**config.mk**
```make
export PLATFORM = sky130hd
export DESIGN_NAME = mem_port_arbiter_flat
export DESIGN_NICKNAME = d
export VERILOG_FILES = /design/src/rtl/mem_port_arbiter_pkg.sv /design/src/rtl/mem_port_arbiter_if.sv /design/src/rtl/mem_port_arbiter_pick.sv /design/src/rtl/mem_port_arbiter.sv /design/src/flat_wrapper.sv
export SDC_FILE = /design/constraint.sdc
export NUM_CORES = 1
export LEC_CHECK = 0
export CAP_MARGIN = 0
export CORE_AREA = 2 2 127 129
export CTS_CLUSTER_DIAMETER = 80
export DETAILED_ROUTE_END_ITERATION = 16
export DIE_AREA = 0 0 129 131
export PLACE_DENSITY = 0.76
export SLEW_MARGIN = 40
export SYNTH_ARGS = -nofsm -noshare
export SYNTH_HDL_FRONTEND = slang
export SYNTH_SLANG_ARGS = --single-unit
```
**constraint.sdc**
```tcl
create_clock -name clock -period 4.7 [get_ports clock]
set_input_delay 0.705 -clock clock [delete_from_list [all_inputs] [get_ports clock]]
set_output_delay 0.705 -clock clock [all_outputs]
set_load 0.02 [all_outputs]
```
**src/rtl/mem_port_arbiter_pkg.sv**
```systemverilog
// Shared types and constants for mem_port_arbiter: FSM states, access-size
// encodings, requester ids and the beat-count helper.
package mem_arb_pkg;

    typedef enum logic [1:0] {
        IDLE = 2'd0,
        BEAT = 2'd1,
        ACK  = 2'd2
    } arb_state_e;

    localparam logic [1:0] SIZE_B = 2'd0;
    localparam logic [1:0] SIZE_H = 2'd1;
    localparam logic [1:0] SIZE_W = 2'd2;

    localparam logic REQ_IF = 1'b0;
    localparam logic REQ_D  = 1'b1;

    localparam logic [2:0] FETCH_BEATS = 3'd4;

    // Encoding 3 is not a legal size and is served as a full word.
    function automatic logic [2:0] beats_from_size(input logic [1:0] size);
        logic [2:0] beats;
        case (size)
            SIZE_B:  beats = 3'd1;
            SIZE_H:  beats = 3'd2;
            SIZE_W:  beats = 3'd4;
            default: beats = 3'd4;
        endcase
        return beats;
    endfunction

endpackage

```
**src/rtl/mem_port_arbiter_if.sv**
```systemverilog
// Bundle of the fetch port, data port and byte-memory port of mem_port_arbiter.
// The arbiter takes the slave modport; requesters and memory sit on master.
interface mem_port_arbiter_if #(
    parameter int ADDR_W = 6
);
    logic              if_req;
    logic [31:0]       if_addr;
    logic              if_ack;
    logic [31:0]       if_rdata;

    logic              d_req;
    logic              d_we;
    logic [1:0]        d_size;
    logic [31:0]       d_addr;
    logic [31:0]       d_wdata;
    logic              d_ack;
    logic [31:0]       d_rdata;

    logic [ADDR_W-1:0] mem_addr;
    logic              mem_we;
    logic [7:0]        mem_wdata;
    logic [7:0]        mem_rdata;

    modport slave (
        input  if_req, if_addr,
        output if_ack, if_rdata,
        input  d_req, d_we, d_size, d_addr, d_wdata,
        output d_ack, d_rdata,
        output mem_addr, mem_we, mem_wdata,
        input  mem_rdata
    );

    modport master (
        output if_req, if_addr,
        input  if_ack, if_rdata,
        output d_req, d_we, d_size, d_addr, d_wdata,
        input  d_ack, d_rdata,
        input  mem_addr, mem_we, mem_wdata,
        output mem_rdata
    );
endinterface

```
**src/rtl/mem_port_arbiter_pick.sv**
```systemverilog
// Combinational grant selection between fetch and data requesters.
// MEM_ARB_RR_EN selects round-robin; otherwise data has fixed priority.
module mem_arb_pick
    import mem_arb_pkg::*;
(
    input  logic if_req_i,
    input  logic d_req_i,
`ifdef MEM_ARB_RR_EN
    input  logic last_gnt_i,
`endif
    output logic gnt_valid_o,
    output logic gnt_id_o
);

    // Pick a winner; on contention the policy depends on the build option.
    always_comb begin
        gnt_valid_o = if_req_i | d_req_i;
        gnt_id_o    = REQ_IF;
        if (if_req_i && d_req_i) begin
`ifdef MEM_ARB_RR_EN
            if (last_gnt_i == REQ_D) begin
                gnt_id_o = REQ_IF;
            end else begin
                gnt_id_o = REQ_D;
            end
`else
            gnt_id_o = REQ_D;
`endif
        end else if (d_req_i) begin
            gnt_id_o = REQ_D;
        end else begin
            gnt_id_o = REQ_IF;
        end
    end

endmodule

```
**src/rtl/mem_port_arbiter.sv**
```systemverilog
// Serialises fetch and load/store requests into little-endian byte beats on a
// single-port byte memory. Build option MEM_ARB_RR_EN enables round-robin.
module mem_port_arbiter
    import mem_arb_pkg::*;
#(
    parameter int ADDR_W = 6
) (
    input  logic               clock,
    input  logic               reset_n,
    mem_port_arbiter_if.slave  bus
);

    arb_state_e        state_q, state_d;
    logic              gnt_q, gnt_d;
    logic [ADDR_W-1:0] base_q, base_d;
    logic [2:0]        beats_q, beats_d;
    logic              we_q, we_d;
    logic [31:0]       wdata_q, wdata_d;
    logic [1:0]        cnt_q, cnt_d;
    logic [31:0]       result_q, result_d;
    logic              if_ack_q, if_ack_d;
    logic              d_ack_q, d_ack_d;
    logic [31:0]       if_rdata_q, if_rdata_d;
    logic [31:0]       d_rdata_q, d_rdata_d;

    logic              gnt_valid_s;
    logic              gnt_id_s;
    logic [ADDR_W-1:0] beat_addr_s;
    logic [ADDR_W-1:0] mem_addr_s;
    logic              mem_we_s;
    logic [7:0]        mem_wdata_s;

`ifdef MEM_ARB_RR_EN
    logic last_gnt_q, last_gnt_d;

    // Remember who won the most recent grant for round-robin fairness.
    always_ff @(posedge clock or negedge reset_n) begin
        if (!reset_n) begin
            last_gnt_q <= REQ_IF;
        end else begin
            last_gnt_q <= last_gnt_d;
        end
    end

    // Update the last-grant record on every grant issued from IDLE.
    always_comb begin
        last_gnt_d = last_gnt_q;
        if ((state_q == IDLE) && gnt_valid_s) begin
            last_gnt_d = gnt_id_s;
        end else begin
            last_gnt_d = last_gnt_q;
        end
    end
`endif

    mem_arb_pick u_pick (
        .if_req_i    (bus.if_req),
        .d_req_i     (bus.d_req),
`ifdef MEM_ARB_RR_EN
        .last_gnt_i  (last_gnt_q),
`endif
        .gnt_valid_o (gnt_valid_s),
        .gnt_id_o    (gnt_id_s)
    );

    // Sequencer state and registered outputs.
    always_ff @(posedge clock or negedge reset_n) begin
        if (!reset_n) begin
            state_q    <= IDLE;
            gnt_q      <= REQ_IF;
            base_q     <= {ADDR_W{1'b0}};
            beats_q    <= 3'd0;
            we_q       <= 1'b0;
            wdata_q    <= 32'd0;
            cnt_q      <= 2'd0;
            result_q   <= 32'd0;
            if_ack_q   <= 1'b0;
            d_ack_q    <= 1'b0;
            if_rdata_q <= 32'd0;
            d_rdata_q  <= 32'd0;
        end else begin
            state_q    <= state_d;
            gnt_q      <= gnt_d;
            base_q     <= base_d;
            beats_q    <= beats_d;
            we_q       <= we_d;
            wdata_q    <= wdata_d;
            cnt_q      <= cnt_d;
            result_q   <= result_d;
            if_ack_q   <= if_ack_d;
            d_ack_q    <= d_ack_d;
            if_rdata_q <= if_rdata_d;
            d_rdata_q  <= d_rdata_d;
        end
    end

    // Next-state logic: latch a grant, step through beats, then acknowledge.
    always_comb begin
        state_d    = state_q;
        gnt_d      = gnt_q;
        base_d     = base_q;
        beats_d    = beats_q;
        we_d       = we_q;
        wdata_d    = wdata_q;
        cnt_d      = cnt_q;
        result_d   = result_q;
        if_ack_d   = 1'b0;
        d_ack_d    = 1'b0;
        if_rdata_d = if_rdata_q;
        d_rdata_d  = d_rdata_q;

        case (state_q)
            IDLE: begin
                if (gnt_valid_s) begin
                    state_d  = BEAT;
                    gnt_d    = gnt_id_s;
                    cnt_d    = 2'd0;
                    result_d = 32'd0;
                    if (gnt_id_s == REQ_D) begin
                        base_d  = bus.d_addr[ADDR_W-1:0];
                        beats_d = beats_from_size(bus.d_size);
                        we_d    = bus.d_we;
                        wdata_d = bus.d_wdata;
                    end else begin
                        base_d  = bus.if_addr[ADDR_W-1:0];
                        beats_d = FETCH_BEATS;
                        we_d    = 1'b0;
                        wdata_d = 32'd0;
                    end
                end else begin
                    state_d = IDLE;
                end
            end

            BEAT: begin
                if (!we_q) begin
                    result_d[{cnt_q, 3'b000} +: 8] = bus.mem_rdata;
                end else begin
                    result_d = result_q;
                end
                cnt_d = cnt_q + 2'd1;
                // The final beat's byte is folded in here so the ack cycle
                // already presents the complete word.
                if ({1'b0, cnt_q} == (beats_q - 3'd1)) begin
                    state_d = ACK;
                    cnt_d   = 2'd0;
                    if (gnt_q == REQ_D) begin
                        d_ack_d = 1'b1;
                        if (!we_q) begin
                            d_rdata_d = result_d;
                        end else begin
                            d_rdata_d = d_rdata_q;
                        end
                    end else begin
                        if_ack_d   = 1'b1;
                        if_rdata_d = result_d;
                    end
                end else begin
                    state_d = BEAT;
                end
            end

            ACK: begin
                state_d = IDLE;
            end

            default: begin
                state_d = IDLE;
            end
        endcase
    end

    assign beat_addr_s = base_q + {{(ADDR_W-2){1'b0}}, cnt_q};

    // Memory port decode, driven only from registered state.
    always_comb begin
        mem_addr_s  = {ADDR_W{1'b0}};
        mem_we_s    = 1'b0;
        mem_wdata_s = 8'd0;
        if (state_q == BEAT) begin
            mem_addr_s = beat_addr_s;
            mem_we_s   = we_q;
            if (we_q) begin
                mem_wdata_s = wdata_q[{cnt_q, 3'b000} +: 8];
            end else begin
                mem_wdata_s = 8'd0;
            end
        end else begin
            mem_addr_s  = {ADDR_W{1'b0}};
            mem_we_s    = 1'b0;
            mem_wdata_s = 8'd0;
        end
    end

    assign bus.mem_addr  = mem_addr_s;
    assign bus.mem_we    = mem_we_s;
    assign bus.mem_wdata = mem_wdata_s;
    assign bus.if_ack    = if_ack_q;
    assign bus.if_rdata  = if_rdata_q;
    assign bus.d_ack     = d_ack_q;
    assign bus.d_rdata   = d_rdata_q;

endmodule

```
**src/flat_wrapper.sv**
```systemverilog
// flat-port wrapper written by rule: the top's interface ports become plain ports
module mem_port_arbiter_flat import mem_arb_pkg::*;
#(
    parameter int ADDR_W = 6
)
  (clock, reset_n, bus_if_req, bus_if_addr, bus_if_ack, bus_if_rdata, bus_d_req, bus_d_we, bus_d_size, bus_d_addr, bus_d_wdata, bus_d_ack, bus_d_rdata, bus_mem_addr, bus_mem_we, bus_mem_wdata, bus_mem_rdata);
  mem_port_arbiter_if #(.ADDR_W(ADDR_W)) bus_i ();
  input  logic clock;
  input  logic reset_n;
  input wire logic [$bits(bus_i.if_req)-1:0] bus_if_req;
  input wire logic [$bits(bus_i.if_addr)-1:0] bus_if_addr;
  output wire logic [$bits(bus_i.if_ack)-1:0] bus_if_ack;
  output wire logic [$bits(bus_i.if_rdata)-1:0] bus_if_rdata;
  input wire logic [$bits(bus_i.d_req)-1:0] bus_d_req;
  input wire logic [$bits(bus_i.d_we)-1:0] bus_d_we;
  input wire logic [$bits(bus_i.d_size)-1:0] bus_d_size;
  input wire logic [$bits(bus_i.d_addr)-1:0] bus_d_addr;
  input wire logic [$bits(bus_i.d_wdata)-1:0] bus_d_wdata;
  output wire logic [$bits(bus_i.d_ack)-1:0] bus_d_ack;
  output wire logic [$bits(bus_i.d_rdata)-1:0] bus_d_rdata;
  output wire logic [$bits(bus_i.mem_addr)-1:0] bus_mem_addr;
  output wire logic [$bits(bus_i.mem_we)-1:0] bus_mem_we;
  output wire logic [$bits(bus_i.mem_wdata)-1:0] bus_mem_wdata;
  input wire logic [$bits(bus_i.mem_rdata)-1:0] bus_mem_rdata;
  assign bus_i.if_req = bus_if_req;
  assign bus_i.if_addr = bus_if_addr;
  assign bus_if_ack = bus_i.if_ack;
  assign bus_if_rdata = bus_i.if_rdata;
  assign bus_i.d_req = bus_d_req;
  assign bus_i.d_we = bus_d_we;
  assign bus_i.d_size = bus_d_size;
  assign bus_i.d_addr = bus_d_addr;
  assign bus_i.d_wdata = bus_d_wdata;
  assign bus_d_ack = bus_i.d_ack;
  assign bus_d_rdata = bus_i.d_rdata;
  assign bus_mem_addr = bus_i.mem_addr;
  assign bus_mem_we = bus_i.mem_we;
  assign bus_mem_wdata = bus_i.mem_wdata;
  assign bus_i.mem_rdata = bus_mem_rdata;
  mem_port_arbiter #(.ADDR_W(ADDR_W)) u_core (.clock(clock), .reset_n(reset_n), .bus(bus_i));
endmodule
```
; After elaboration in Yosys (flattened, before gate mapping)
; Cells that the tools add are included.
[totals]
register_bits = 145
input_bits = 111
[op_classes]
add_sub_neg = 4
eq_ne = 4
shifts = 3
n_mux = 27
bitwise = 3
n_reduce_logical = 8
[op_table]
columns = operator, n
row1 = two-way mux 32 bit, 3
row2 = one-hot mux 32 bit (2 select lines), 1
row3 = bitwise mux 32 bit, 1
row4 = "variable shift 8 x 7 -> 32 bit, first input constant", 1
row5 = variable part select 32 x 6 -> 8 bit, 1
row6 = variable part select 8 x 7 -> 32 bit, 1
row7 = two-way mux 8 bit, 2
row8 = two-way mux 6 bit, 2
row9 = two-way mux 1 bit, 11
row10 = one-hot mux 2 bit (2 select lines), 2
row11 = negation 5 -> 7 bit, 1
row12 = adder 6 x 2 -> 6 bit, 1
row13 = two-way mux 2 bit, 3
row14 = one-hot mux 3 bit (2 select lines), 1
row15 = "== test 2 x 1 -> 1 bit, second input constant", 2
row16 = zero test 2 bit, 2
row17 = AND reduction 2 bit, 2
row18 = AND reduction 4 bit, 1
row19 = == test 2 x 3 -> 1 bit, 1
row20 = two-way mux 3 bit, 1
row21 = AND reduction 3 bit, 1
row22 = "subtractor 3 x 1 -> 3 bit, second input constant", 1
row23 = "adder 2 x 1 -> 2 bit, second input constant", 1
row24 = "!= test 2 x 1 -> 1 bit, second input constant", 1
row25 = other kinds (4), 5

; Longest topological paths before layout
[depth]
depth_word = 5
ltp_mapped = 10
depth_no_buf = 5

; By module
; A second synthesis with hierarchy kept.
[hier_totals]
hier_cells = 554
area_unflattened_um2 = 6682.7
[modules_own_cells]
columns = mod, n_inst, cells_per_inst, area_each_um2, seq_area_each_um2
row1 = mem_port_arbiter, 1, 552, 6672.6, 3628.5
row2 = mem_arb_pick, 1, 2, 10.0, 0.0

; Worst setup path before layout
; No wires, ideal clock.
[synth_timing]
path_kind = reg-to-reg
start = register u_core.cnt_q[1]
end = register u_core.if_rdata_q[16] (netlist: u_core.bus.if_rdata[16])
t_arrival_ns = 2.424
required_ns = 4.635
path_slack_ns = 2.211
path_stages_with_launch = 9
path_cell_list = dfrtp_1 clkbuf_1 inv_1 ha_1 clkbuf_1 or4b_2 clkbuf_1 o2bb2ai_1 mux2_2
[synth_between]
elab_chain_cells = 4
[synth_lines]
columns = item, line
row1 = "start, declared", mem_port_arbiter.sv:19  ; logic [1:0] cnt_q, cnt_d;
row2 = "start signal, assigned", mem_port_arbiter.sv:88  ; cnt_q <= cnt_d;
row3 = negation 5 -> 7 bit, mem_port_arbiter.sv:137  ; result_d[{cnt_q, 3'b000} +: 8] = bus.mem_rdata;
row4 = variable part select 8 x 7 -> 32 bit or variable shift 8 x 7 -> 32 bit (tied branches), mem_port_arbiter.sv:137
row5 = bitwise mux 32 bit, mem_port_arbiter.sv:137
row6 = two-way mux 32 bit, mem_port_arbiter.sv:136  ; if (!we_q) begin
row7 = "end signal, assigned", mem_port_arbiter.sv:92  ; if_rdata_q <= if_rdata_d;
row8 = "end, declared", mem_port_arbiter.sv:23  ; logic [31:0] if_rdata_q, if_rdata_d;
; Parallel ways exist; a longest one is shown, timed or not.
; A chain may end at the register's enable or synchronous reset.

; Final worst setup path
[layout_timing]
start = register u_core.cnt_q[1]
end = output bus_mem_addr[5]
[layout_between]
elab_chain_cells = 2
[layout_lines]
columns = item, line
row1 = adder 6 x 2 -> 6 bit, mem_port_arbiter.sv:173  ; assign beat_addr_s = base_q + {{(ADDR_W-2){1'b0}}, cnt_q};
row2 = two-way mux 6 bit, mem_port_arbiter.sv:180  ; if (state_q == BEAT) begin
row3 = "end, declared", flat_wrapper.sv:21  ; output wire logic [$bits(bus_i.mem_addr)-1:0] bus_mem_addr;
; Every way passes these cells.

==> impl_metrics.csv <==
group,metric,value,unit
sta,hold_viol,0,
placed_design,place.detailed.hpwl,11400,um
sta,post-route-period-util,76.4,%
final_layout,synthToLayoutAreaGrowth,30.5,%
power_and_ir_drop,peakVddDrop,366,uV
critical_path,worstSetupStartpointType,"flop",
sta,setup_viol,0,
routing,top_layer,"met4",
synth,async_reset_ff_share,100,%
routing,dr_wl_met2,8660,um
global_routing,grt_pass1_vias,5262,
synth,ys_ff_latch,145,
critical_path,required,3.99,ns
synth,synth.distinct_cells,48,
critical_path,critPathKind,"reg -> out",
routing,vias,5158,
routing,wirelength,17000,um
final_layout,diodes,0,
synth,synth_fp_nets,697,
clocking,insertion_delay,0.42,ns
placed_design,port-buffer-count,139,
clocking,post-cts-setup-buffers,0,
synth,yosysWarningCount,0,
flow_run,drv_cap,0,
floorplan,ioPinCount,192,
sta,holdWs,0.162,ns
routing,viasPerCell,5.66,
critical_path,cp_max_fo,15,
global_routing,grt_pass1_wl,27200,um
synth,synth_edf_count,0,
routing,drt-met1-wl,6980,um
clocking,cts_root_buf,"clkbuf_16",
clocking,clk_path_buf_depth,2,
sta,worst_pin_slew,0.754,ns
sta,fin_skew,0.00882,ns
placed_design,pre_cts_ws,1.56,ns
critical_path,rrSetupSlack,1.78,ns
floorplan,die_w,129,um
final_layout,drive_gt1_share,17.8,%
synth,yosysSeqAreaShare,51.7,%
clocking,clkSlewWorstSetupHoldPaths,0.06,ns
floorplan,initial_core_util,45.0,%
power_and_ir_drop,power,0.00597,W
final_layout,final_net_count,803,
clocking,cts_resized,0,
routing,drc,0,
routing,drt_first_pass_iters,5,
critical_path,arrival,2.89,ns
final_layout,layout_common_cells,"dfrtp_1 (144), clkdlybuf4s50_1 (138), o21ai_0 (90)",
floorplan,fp-row-count,46,
sta,post-route-min-period,3.59,ns
floorplan,core_area,15600,um2
clocking,h-tree-depth,4,
clocking,cts_tree,"done",
clocking,holdBufCountCts,0,
clocking,numCtsBuffers,17,
global_routing,antenna_found_initial,0,
synth,postSynthCellCount,577,
global_routing,grt_overflow_total,0,
power_and_ir_drop,p_leak,4.03,nW
routing,met3_length,1060,um
sta,clock.fmax,0.278,GHz
sta,max_slew_margin,49.7,%
placed_design,gp_congestion,0.810,
final_layout,final_common_cell,"dfrtp_1",
sta,fin_ws,1.11,ns
routing,drt_iter0_markers,334,
synth,syn_area_per_cell,12.2,um2
sta,rsz0062_at_grt,"false",
floorplan,design.die.area,16900,um2
synth,synthFlopType,"dfrtp_1",
routing,final_antenna_net_count,0,
clocking,cts_num_sinks,145,
routing,drt-wirelength-per-cell,18.7,um
global_routing,grt_usage,20.8,%
global_routing,grt_max_degree,112,
sta,setup_tns,0,ns
power_and_ir_drop,power_density,653,nW/um2
min_path,worstHoldPathType,"in -> async",
critical_path,end_kind,"primary output",
floorplan,die_y,131,um
synth,syn-cell-area,7010,um2
outcome,status,"complete, no violations",
sta,slew_violations,0,
[per-layer routing]
layer | vias to the layer above | track usage (%)
met5 | - | 0
met4 | 0 | 6.78
met3 | 25 | 5.29
met2 | 203 | 35.5
met1 | 2586 | 26.1
li1 | 2344 | -
[flip-flops by register name (all words and copies together) (netlist names)]
name,flops
u_core.we_q,1
u_core.state_q,2
u_core.cnt_q,2
u_core.gnt_q,1
u_core.base_q,6
u_core.bus.if_rdata,32
u_core.bus.d_ack,1
u_core.beats_q,3
u_core.wdata_q,32
u_core.result_q,32
u_core.bus.if_ack,1
u_core.bus.d_rdata,32
[critical path, cell delays in order, from the launching register on]
cell	delay, ns
dfrtp_1	0.66
ha_1	0.44
a21oi_1	0.10
or4_1	0.47
a21oi_1	0.16
clkdlybuf4s50_1	0.63
[synthesized netlist by cell type, types with 6 or more instances]
cell	number	share of area (%)
buf_1	7	0.37
inv_1	6	0.32
mux4_2	7	2.2
mux2i_1	6	0.86
nand3b_1	17	1.8
o2bb2ai_1	12	1.5
ha_1	8	1.4
mux2_4	30	6.4
nand2_1	36	1.9
a32o_1	45	6.4
and3_1	9	0.80
a22o_1	7	0.87
o21ai_0	90	6.4
mux2_2	34	5.5
nor2b_1	6	0.54
and2_1	14	1.2
clkbuf_1	42	2.2
dfrtp_1	145	52
[final timing paths]
check,start,cells past startpoint,to
worst max-delay path,u_core.cnt_q[1],5,bus_mem_addr[5]
worst min-delay path,reset_n,1,u_core.bus.if_rdata[10]
worst max register to register,u_core.cnt_q[0],6,u_core.result_q[23]
worst min register to register,u_core.result_q[21],1,u_core.result_q[21]
max in group asynchronous,reset_n,3,u_core.result_q[20]
min in group clock,u_core.result_q[21],1,u_core.result_q[21]
[where the power goes]
group	internal [W]	switching, W	total [W]
clock	0.00102	0.000522	0.00155
sequential	0.00165	0.000303	0.00195
combinational	0.00113	0.00135	0.00248
total	0.00380	0.00217	0.00597
[per-stage QoR]
stage | cell area, um2 | instances | utilization (%)
finish | 9150 | 912 | 58.7
global route | 9150 | 912 | 58.7
CTS | 9110 | 911 | 58.4
detailed placement | 8430 | 879 | 54.0
global placement | 8420 | 879 | 54.0
floorplan | 7010 | 577 | -
[area by class of cell]
class / count / area, um2
clock buffer: 19 / 453
tap: 216 / 270
timing repair buffer: 147 / 1480
clock inverter: 13 / 231
multi-input combinational: 366 / 3070
fill: 1300 / 6450
inverter: 6 / 22.5
sequential: 145 / 3630
[cells by family after synthesis]
logic type / count (synthesis) / synth area share, %
muxes: 78 / 15.4
and+or+nand+nor: 109 / 9.33
buffers and inverters: 66 / 4.82
AOI/OAI and AO/OA: 165 / 16.3
adders and majority gates: 9 / 1.71
xor gates and xnor gates: 5 / 0.732
DFF: 145 / 51.7
(Power assumes the default switching activity.)
==> RTL change (same settings) <==
`ADDR_W` is set to 6 in 3 places; all go to 5.
--- a/src/rtl/mem_port_arbiter_if.sv
+++ b/src/rtl/mem_port_arbiter_if.sv
@@ -1,7 +1,7 @@
 // Bundle of the fetch port, data port and byte-memory port of mem_port_arbiter.
 // The arbiter takes the slave modport; requesters and memory sit on master.
 interface mem_port_arbiter_if #(
-    parameter int ADDR_W = 6
+    parameter int ADDR_W = 5
 );
     logic              if_req;
     logic [31:0]       if_addr;
--- a/src/rtl/mem_port_arbiter.sv
+++ b/src/rtl/mem_port_arbiter.sv
@@ -3,7 +3,7 @@
 module mem_port_arbiter
     import mem_arb_pkg::*;
 #(
-    parameter int ADDR_W = 6
+    parameter int ADDR_W = 5
 ) (
     input  logic               clock,
     input  logic               reset_n,
--- a/src/flat_wrapper.sv
+++ b/src/flat_wrapper.sv
@@ -1,7 +1,7 @@
 // flat-port wrapper written by rule: the top's interface ports become plain ports
 module mem_port_arbiter_flat import mem_arb_pkg::*;
 #(
-    parameter int ADDR_W = 6
+    parameter int ADDR_W = 5
 )
   (clock, reset_n, bus_if_req, bus_if_addr, bus_if_ack, bus_if_rdata, bus_d_req, bus_d_we, bus_d_size, bus_d_addr, bus_d_wdata, bus_d_ack, bus_d_rdata, bus_mem_addr, bus_mem_we, bus_mem_wdata, bus_mem_rdata);
   mem_port_arbiter_if #(.ADDR_W(ADDR_W)) bus_i ();
Interface: changed (resized bus_mem_addr); port bits go from 192 to 191. No check against the original RTL was run, so the function may have changed too.
==> RTL change against the unedited design <==
Worst hold slack improved by 0.041 ns. Largest power group unchanged. Setup slack improved by 0.20 ns. Synthesized area decreased by 1.8%. Routed wire length decreased by 4.0%. Total power decreased by 1.9%. Sequential cell count decreased by 1. Count of clock-buffer cells in the layout increased by 2. Final area decreased by 1.1%.
==> RTL change: results <==
metrics = {
    "run_status": {
        "status": "finished clean",
    },
    "place": {
        "place_congestion": 0.8265,
        "io_buffer_count": 136,
        "dp_hpwl_microns": 11070,
    },
    "worst_setup_path": {
        "path_max_fanout": 16,
        "path_delay_family": "buffers and inverters",
        "startpoint": "u_core.cnt_q[0]",
        "r2r_slack_ns": 1.98,
        "max_stage_delay_ns": 0.61,
        "endpoint": "bus_mem_wdata[2]",
    },
    "global_routing": {
        "grt_pass1_wl_microns": 26150,
        "grt_use_met2": 0.3358,
        "gr-usage-met3": 0.05212,
        "grt_use_met1": 0.2548,
        "grt_pass1_vias": 4888,
    },
    "synthesis": {
        "synth.top_cells.by_area": "dfrtp_1 (52%), mux2_4 (8.9%), a32o_1 (6.4%), o21ai_0 (6.4%), mux2_2 (3.6%)",
        "ys_seq_area_frac": 0.5234,
        "syn_nets": 659,
    },
    "power": {
        "ir_worst_vdd_mv": 0.3238,
    },
    "routing": {
        "wl_met3_microns": 1033,
        "via_per_inst": 5.596,
        "wl_per_cell_microns": 18.53,
        "wl_met2_microns": 8219,
    },
    "timing": {
        "worst_pin_slew_ns": 0.8267,
    },
    "cells_and_area": {
        "nets": 773,
        "drive_above_1_share": 0.1925,
        "fill_cells": 1266,
    },
}
## RTL change: per-stage QoR
stage	total power [mW]	worst slack (ns)	std cells	instance area, sq um
6_report	5.862	1.307	881	9050
5_1_grt	6.206	1.140	881	9050
4_1_cts	5.902	1.270	880	9017
3_5_place_dp	4.351	1.725	849	8341
3_3_place_gp	4.232	1.738	848	8309
2_1_floorplan	3.517	2.379	539	6884
## RTL change: worst min path at each step
stage / endpoint / slack (ns) / cells after the start / startpoint
6_report: u_core.bus.d_rdata[10] / 0.20 / 1 / reset_n
5_1_grt: u_core.bus.if_rdata[12] / 0.22 / 1 / reset_n
3_5_place_dp: u_core.result_q[16] / 0.48 / 1 / u_core.result_q[16]
3_3_place_gp: u_core.result_q[29] / 0.47 / 1 / u_core.result_q[29]
4_1_cts: u_core.bus.if_rdata[12] / 0.38 / 1 / reset_n
2_1_floorplan: u_core.base_q[0] / 0.41 / 0 / reset_n
## RTL change: where the power goes
| group | internal, mW | switching, mW |
|---|---|---|
| Combinational | 1.13 | 1.28 |
| Clock | 1.03 | 0.498 |
| Sequential | 1.63 | 0.294 |
| Total | 3.79 | 2.07 |
## RTL change: layout make-up
type | count | share of cell area
clock buffers | 21 | 0.05198
clock inverters | 10 | 0.02281
inverters | 7 | 0.002903
multi-input cells | 339 | 0.3322
flip-flops and latches | 144 | 0.3982
well taps | 216 | 0.02986
repair buffers | 144 | 0.1620
## RTL change: logic make-up (layout without fill, tap and decap cells)
family                     after synthesis  in the layout  share of synthesized area
buffers and inverters                   56            182                    0.04144
muxes                                   77             77                     0.1605
AOI/OAI and AO/OA                      161            161                     0.1627
DFF                                    144            144                     0.5234
xor gates and xnor gates                 5              5                    0.01127
and+or+nand+nor                         87             87                    0.08324
adders and majority gates                9              9                    0.01745
